==> config.mk <==
export PLATFORM = sky130hd
export DESIGN_NAME = nav_turn_queue_sm
export DESIGN_NICKNAME = d
export VERILOG_FILES = /design/src/rtl/nav_pkg.sv /design/src/rtl/nav_turn_channel.sv /design/src/rtl/nav_turn_queue_sm.sv
export SDC_FILE = /design/constraint.sdc
export NUM_CORES = 1
export LEC_CHECK = 0
export CELL_PAD_IN_SITES_DETAIL_PLACEMENT = 0
export CELL_PAD_IN_SITES_GLOBAL_PLACEMENT = 2
export CORE_ASPECT_RATIO = 0.9
export CORE_MARGIN = 8
export CORE_UTILIZATION = 33
export DETAILED_ROUTE_END_ITERATION = 10
export GPL_ROUTABILITY_DRIVEN = 0
export PLACE_DENSITY_LB_ADDON = 0.05
export SETUP_SLACK_MARGIN = 0.3
export SYNTH_ARGS = -nofsm -noshare
export SYNTH_HDL_FRONTEND = slang
export SYNTH_SLANG_ARGS = --single-unit
==> constraint.sdc <==
create_clock -name CLK -period 2.5 [get_ports CLK]
set_input_delay 0.5 -clock CLK [delete_from_list [all_inputs] [get_ports CLK]]
set_output_delay 0.5 -clock CLK [all_outputs]
set_load 0.02 [all_outputs]
==> src/rtl/nav_pkg.sv <==
// Shared direction encoding and button helpers for the per-player turn queues.
// Encoding: 00 up, 01 right, 10 down, 11 left; opposite direction flips bit 1.
package nav_pkg;

  localparam logic [1:0] DIR_UP    = 2'b00;
  localparam logic [1:0] DIR_RIGHT = 2'b01;
  localparam logic [1:0] DIR_DOWN  = 2'b10;
  localparam logic [1:0] DIR_LEFT  = 2'b11;

  // One player's four buttons, U in the MSB so packing matches priority order.
  typedef struct packed {
    logic u;
    logic r;
    logic d;
    logic l;
  } btn_t;

  typedef struct packed {
    logic       vld;
    logic [1:0] dir;
  } turn_req_t;

  function automatic logic [1:0] opposite(input logic [1:0] d);
    return d ^ 2'b10;
  endfunction

  // Only one rising button per cycle is considered; U > R > D > L.
  function automatic turn_req_t prio_encode(input btn_t rise);
    turn_req_t req;
    req.vld = 1'b1;
    req.dir = DIR_UP;
    if (rise.u)      req.dir = DIR_UP;
    else if (rise.r) req.dir = DIR_RIGHT;
    else if (rise.d) req.dir = DIR_DOWN;
    else if (rise.l) req.dir = DIR_LEFT;
    else             req.vld = 1'b0;
    return req;
  endfunction

endpackage

==> src/rtl/nav_turn_channel.sv <==
// One player's turn queue: edge detect, legality vs. last queued/applied dir, FIFO, DIR register.
// DIR changes only on TICK with a queued turn; a legal request into a full queue without TICK is dropped and flagged.
module nav_turn_channel
  import nav_pkg::*;
#(
  parameter int         QUEUE_DEPTH = 2,
  parameter logic [1:0] RESET_DIR   = 2'b00
) (
  input  logic       CLK,
  input  logic       RESETN,
  input  logic       TICK,
  input  btn_t       btn,
  output logic [1:0] dir,
  output logic       turn_pending,
  output logic       turn_drop
);

  localparam int PTR_W = $clog2(QUEUE_DEPTH);
  localparam int CNT_W = PTR_W + 1;
  localparam logic [CNT_W-1:0] DEPTH_CNT = CNT_W'(QUEUE_DEPTH);

  logic [1:0]       mem_q [QUEUE_DEPTH];
  logic [PTR_W-1:0] wr_ptr_q;
  logic [PTR_W-1:0] rd_ptr_q;
  logic [CNT_W-1:0] cnt_q;
  logic [CNT_W-1:0] cnt_nxt;
  logic [1:0]       dir_q;
  logic             pending_q;
  logic             drop_q;
  btn_t             hist_q;
  btn_t             rise;
  turn_req_t        req;
  logic [1:0]       tail_dir;
  logic [1:0]       ref_dir;
  logic             empty;
  logic             full;
  logic             legal;
  logic             push;
  logic             pop;
  logic             drop;

  always_comb begin
    rise     = btn_t'(btn & ~hist_q);
    req      = prio_encode(rise);
    empty    = (cnt_q == '0);
    full     = (cnt_q == DEPTH_CNT);
    tail_dir = mem_q[wr_ptr_q - PTR_W'(1)];
    // New turns are judged against where the snake will be heading once the queue drains.
    ref_dir  = empty ? dir_q : tail_dir;
    legal    = req.vld && (req.dir != ref_dir) && (req.dir != opposite(ref_dir));
    pop      = TICK && !empty;
    push     = legal && (!full || pop);
    drop     = legal && full && !pop;
    cnt_nxt  = cnt_q + CNT_W'(push) - CNT_W'(pop);
  end

  always_ff @(posedge CLK) begin
    if (!RESETN) begin
      dir_q     <= RESET_DIR;
      hist_q    <= '1;
      wr_ptr_q  <= '0;
      rd_ptr_q  <= '0;
      cnt_q     <= '0;
      pending_q <= 1'b0;
      drop_q    <= 1'b0;
    end else begin
      hist_q <= btn;
      if (pop) begin
        dir_q    <= mem_q[rd_ptr_q];
        rd_ptr_q <= rd_ptr_q + PTR_W'(1);
      end
      if (push) begin
        mem_q[wr_ptr_q] <= req.dir;
        wr_ptr_q        <= wr_ptr_q + PTR_W'(1);
      end
      cnt_q     <= cnt_nxt;
      pending_q <= (cnt_nxt != '0);
      drop_q    <= drop;
    end
  end

  assign dir          = dir_q;
  assign turn_pending = pending_q;
  assign turn_drop    = drop_q;

endmodule

==> src/rtl/nav_turn_queue_sm.sv <==
// Multi-player direction state machine: one independent nav_turn_channel per player, buses packed per player.
// Outputs registered; turns applied one per player on each TICK, overflow reported on TURN_DROP.
module nav_turn_queue_sm
  import nav_pkg::*;
#(
  parameter int         NUM_PLAYERS = 1,
  parameter int         QUEUE_DEPTH = 2,
  parameter logic [1:0] RESET_DIR   = 2'b00
) (
  input  logic                     CLK,
  input  logic                     RESETN,
  input  logic                     TICK,
  input  logic [NUM_PLAYERS-1:0]   BTNU,
  input  logic [NUM_PLAYERS-1:0]   BTNR,
  input  logic [NUM_PLAYERS-1:0]   BTND,
  input  logic [NUM_PLAYERS-1:0]   BTNL,
  output logic [2*NUM_PLAYERS-1:0] DIR,
  output logic [NUM_PLAYERS-1:0]   TURN_PENDING,
  output logic [NUM_PLAYERS-1:0]   TURN_DROP
);

  for (genvar p = 0; p < NUM_PLAYERS; p++) begin : g_player
    btn_t btn;
    assign btn = {BTNU[p], BTNR[p], BTND[p], BTNL[p]};

    nav_turn_channel #(
      .QUEUE_DEPTH (QUEUE_DEPTH),
      .RESET_DIR   (RESET_DIR)
    ) u_channel (
      .CLK          (CLK),
      .RESETN       (RESETN),
      .TICK         (TICK),
      .btn          (btn),
      .dir          (DIR[2*p+1:2*p]),
      .turn_pending (TURN_PENDING[p]),
      .turn_drop    (TURN_DROP[p])
    );
  end

endmodule

==> flow_summary.yaml <==
timing:
  fin_skew_ps: 2.47
  finalHoldViolations: 0
  relSlewSlack_pct: 68.9
  post-route-period-util_pct: 86.4
  setup_viol: 0
  slew_viol_final: 0
  rsz0062_at_grt: "true"
  period_minus_slack_ps: 2160
  tightest_slew_ps: 465
  max_freq_mhz: 463
status:
  status: "complete, no violations"
logic_synthesis:
  synth_top_family_by_area: "simple AND/OR/NAND/NOR gates"
  synth_most_common_cell: "dfxtp_1"
  syn-num-nets: 75
  synth_xor_area_share_pct: 3.53
  synth-compound-area-share_pct: 5.88
  synth_top_flop_cell: "dfxtp_1"
  syn_inst: 66
  ys_top_cells_by_area: "dfxtp_1 32%, edfxtp_1 16%, nand2b_1 5.9%, mux2i_1 4.0%, nor2b_4 3.7%"
  ys_ff_latch: 16
  synth_top_area_share_pct: 32.3
  synth_mux_area_share_pct: 9.08
  synth_warnings: 0
  netlist_area_sq_um: 744
  netlist.top_cell.by_area: "dfxtp_1"
  ys_types: 28
  avgSynthCellArea_sq_um: 11.3
  synth_commonest_cells: "12 x dfxtp_1, 7 x nand2b_1, 4 x edfxtp_1, 4 x nand2_1, 4 x nor2_1"
  synth_edf_count: 4
  synth_fa_ha_area_share_pct: 3.36
  async_reset_ff_share_pct: 0
  ys_seq_area_share_pct: 48.4
  synthSimpleGateAreaFrac_pct: 27.2
final_layout:
  final_nets: 98
  stdcell_count: 115
  antenna_cells: 0
  fillers: 210
  syn_to_final_growth_pct: 36.8
  final_area_sq_um: 1020
  final_util_pct: 47.1
  drive_gt1_share_pct: 34.1
cts:
  clk_pin_slew_ps: 100
  clk_path_buf_depth: 2
  cts-root-buf: "clkbuf_4"
  clkLatencyLatePin_ps: 280
  cts_sinks: 16
  cts_buffers: 3
  cts_tree: "built"
  cts_hold_buf: 0
  htreeDepth: 1
grt:
  grt_pass1_wl_um: 2250
  grt_overflow: 0
  grt_usage_pct: 7.23
  grt_pass1_vias: 525
  grt_max_degree: 13
  antenna_found_initial: 0
routing:
  postRouteWirelength_um: 1270
  drtPass1Iterations: 4
  via_count: 510
  vias_per_cell: 4.43
  wl_per_cell_um: 11.0
  first_iter_violations: 11
  drc: 0
  ant_nets: 0
critical_path:
  critPathRequiredTime_ps: 2680
  crit_family: "simple AND/OR/NAND/NOR gates"
  crit_chain: "clkdlybuf4s15_1 > nor2b_4 > or4_4 > nand2b_1 > or3_4 > inv_4 > ha_4 > xnor2_2 > xnor2_1 > and2_1 > or2_1"
  r2r_cells: 10
  crit_path_end_kind: "flip-flop"
  critPathMaxFanout: 2
  r2r_slack_ps: 350
  regToRegEndpoint: "g_player[0].u_channel.turn_pending"
  worst_ep_arrival_time_ps: 2340
  cp.buffers_inverters: 2
  cp-start-kind: "input pin"
  criticalPathCategory: "in -> reg"
  cpMaxStageDelayCell: "or4_4"
  critPathMaxStageDelay_ps: 530
  worstReg2RegStart: "g_player[0].u_channel.mem_q[1][0]"
power_and_ir_drop:
  p_leak_nw: 0.435
  power.net_switching_w: 0.000253
  ir_worst_vdd_mv: 0.336
  combPwrFrac_pct: 40.1
  p_sw_share_pct: 31.2
  p_int_w: 0.000558
  p_clk_share_pct: 17.3
  powerDensity_nw_per_um2: 797
  seqPwrFrac_pct: 42.7
worst_hold_path:
  min_path_type: "in -> reg"
  worstHoldStart: "BTNL"
  hold_depth: 2
  hold_end: "g_player[0].u_channel.hist_q[0]"
die:
  die_x_um: 66.1
  coreArea_sq_um: 2160
  rows: 16
  dieArea_sq_um: 4030
  initial_core_util_pct: 34.4
  die_h_um: 61.1
  io_pins: 11
placement:
  io_buffers: 10
  placed_cells: 109
  place_hpwl_um: 958
  placed_area_sq_um: 961
run:
  drv_cap: 0
## per-layer routing
metal  routed length, um  track usage, %
met4                   9            2.74
met5                   0               0
met2                 557            11.9
met3                  63            2.73
met1                 637            8.40
## worst reg2reg max path: cells and delay by family (launching register included)
kind / cells / cell delay, ps
adders and majority gates: 1 / 130
buffers and inverters: 1 / 70
muxes: 2 / 460
xor gates and xnor gates: 2 / 190
and+or+nand+nor: 4 / 800
DFF: 1 / 390
## flip-flops by register name, indices dropped and copies added, names as in the netlist
name / count
g_player.u_channel.dir: 2
g_player.u_channel.turn_drop: 1
g_player.u_channel.cnt_q: 2
g_player.u_channel.hist_q: 4
g_player.u_channel.wr_ptr_q: 1
g_player.u_channel.mem_q: 4
g_player.u_channel.rd_ptr_q: 1
g_player.u_channel.turn_pending: 1
## timing repair
item                       in CTS  in global routing
setup endpoints to repair       2                  1
gates cloned                    0                  0
gates resized for setup        11                  3
hold endpoints to repair        0                  0
pin swaps                       8                  7
buffers inserted                1                  1
## worst max path at each step
stage | startpoint | cells after the start | slack [ps] | endpoint
6_report | BTND | 11 | 340 | g_player[0].u_channel.turn_pending
2_1_floorplan | BTND | 10 | 290 | g_player[0].u_channel.turn_pending
4_1_cts | g_player[0].u_channel.wr_ptr_q | 10 | 300 | g_player[0].u_channel.turn_pending
3_3_place_gp | BTND | 11 | -220 | g_player[0].u_channel.turn_pending
3_5_place_dp | BTND | 11 | -220 | g_player[0].u_channel.turn_pending
5_1_grt | g_player[0].u_channel.mem_q[1][0] | 10 | 230 | g_player[0].u_channel.turn_pending
## power by group through the flow
stage               combinational, W  sequential, W  clock (W)
floorplan                   0.000201       0.000366          0
global placement            0.000321       0.000351          0
detailed placement          0.000322       0.000352          0
CTS                         0.000326       0.000346   0.000143
global route                0.000360       0.000354   0.000158
finish                      0.000325       0.000346   0.000140
## area by class of cell
cell class	count	area, sq um	share of cell area (%)
Sequential cell	16	362	35.5
Timing Repair Buffer	20	173	17.0
Multi-Input combinational cell	45	410	40.3
Clock inverter	1	3.75	0.369
Clock buffer	3	22.5	2.21
Tap cell	27	33.8	3.32
Inverter	3	13.8	1.35
## placed cells by master, fill, tap and decap left out, drive strengths merged, types with 2 or more instances in the layout
| master | count |
|---|---|
| o211a | 2 |
| nor3 | 2 |
| clkdlybuf4s50 | 6 |
| clkbuf | 3 |
| mux2i | 4 |
| edfxtp | 4 |
| nor2 | 5 |
| inv | 3 |
| clkdlybuf4s15 | 2 |
| nor2b | 4 |
| dfxtp | 12 |
| buf | 11 |
| ha | 2 |
| xnor2 | 2 |
| and2 | 3 |
| nand2b | 7 |
| nand2 | 4 |
## per-stage QoR
stage               TNS, ps  hold WS [ps]  total power (W)  setup slack [ps]
finish                    0           414         0.000811               340
global route              0           419         0.000873               225
CTS                       0           415         0.000816               301
detailed placement     -250           506         0.000674              -222
global placement       -231           481         0.000672              -223
floorplan                 0           482         0.000567               289
## cell families after synthesis
| group | after synthesis |
|---|---|
| compound gates | 4 |
| xor+xnor | 3 |
| simple gates | 31 |
| mux | 5 |
| fa+ha+maj | 2 |
| flops | 16 |
| buf+inv | 5 |
Power figures use the tool's default switching activity.
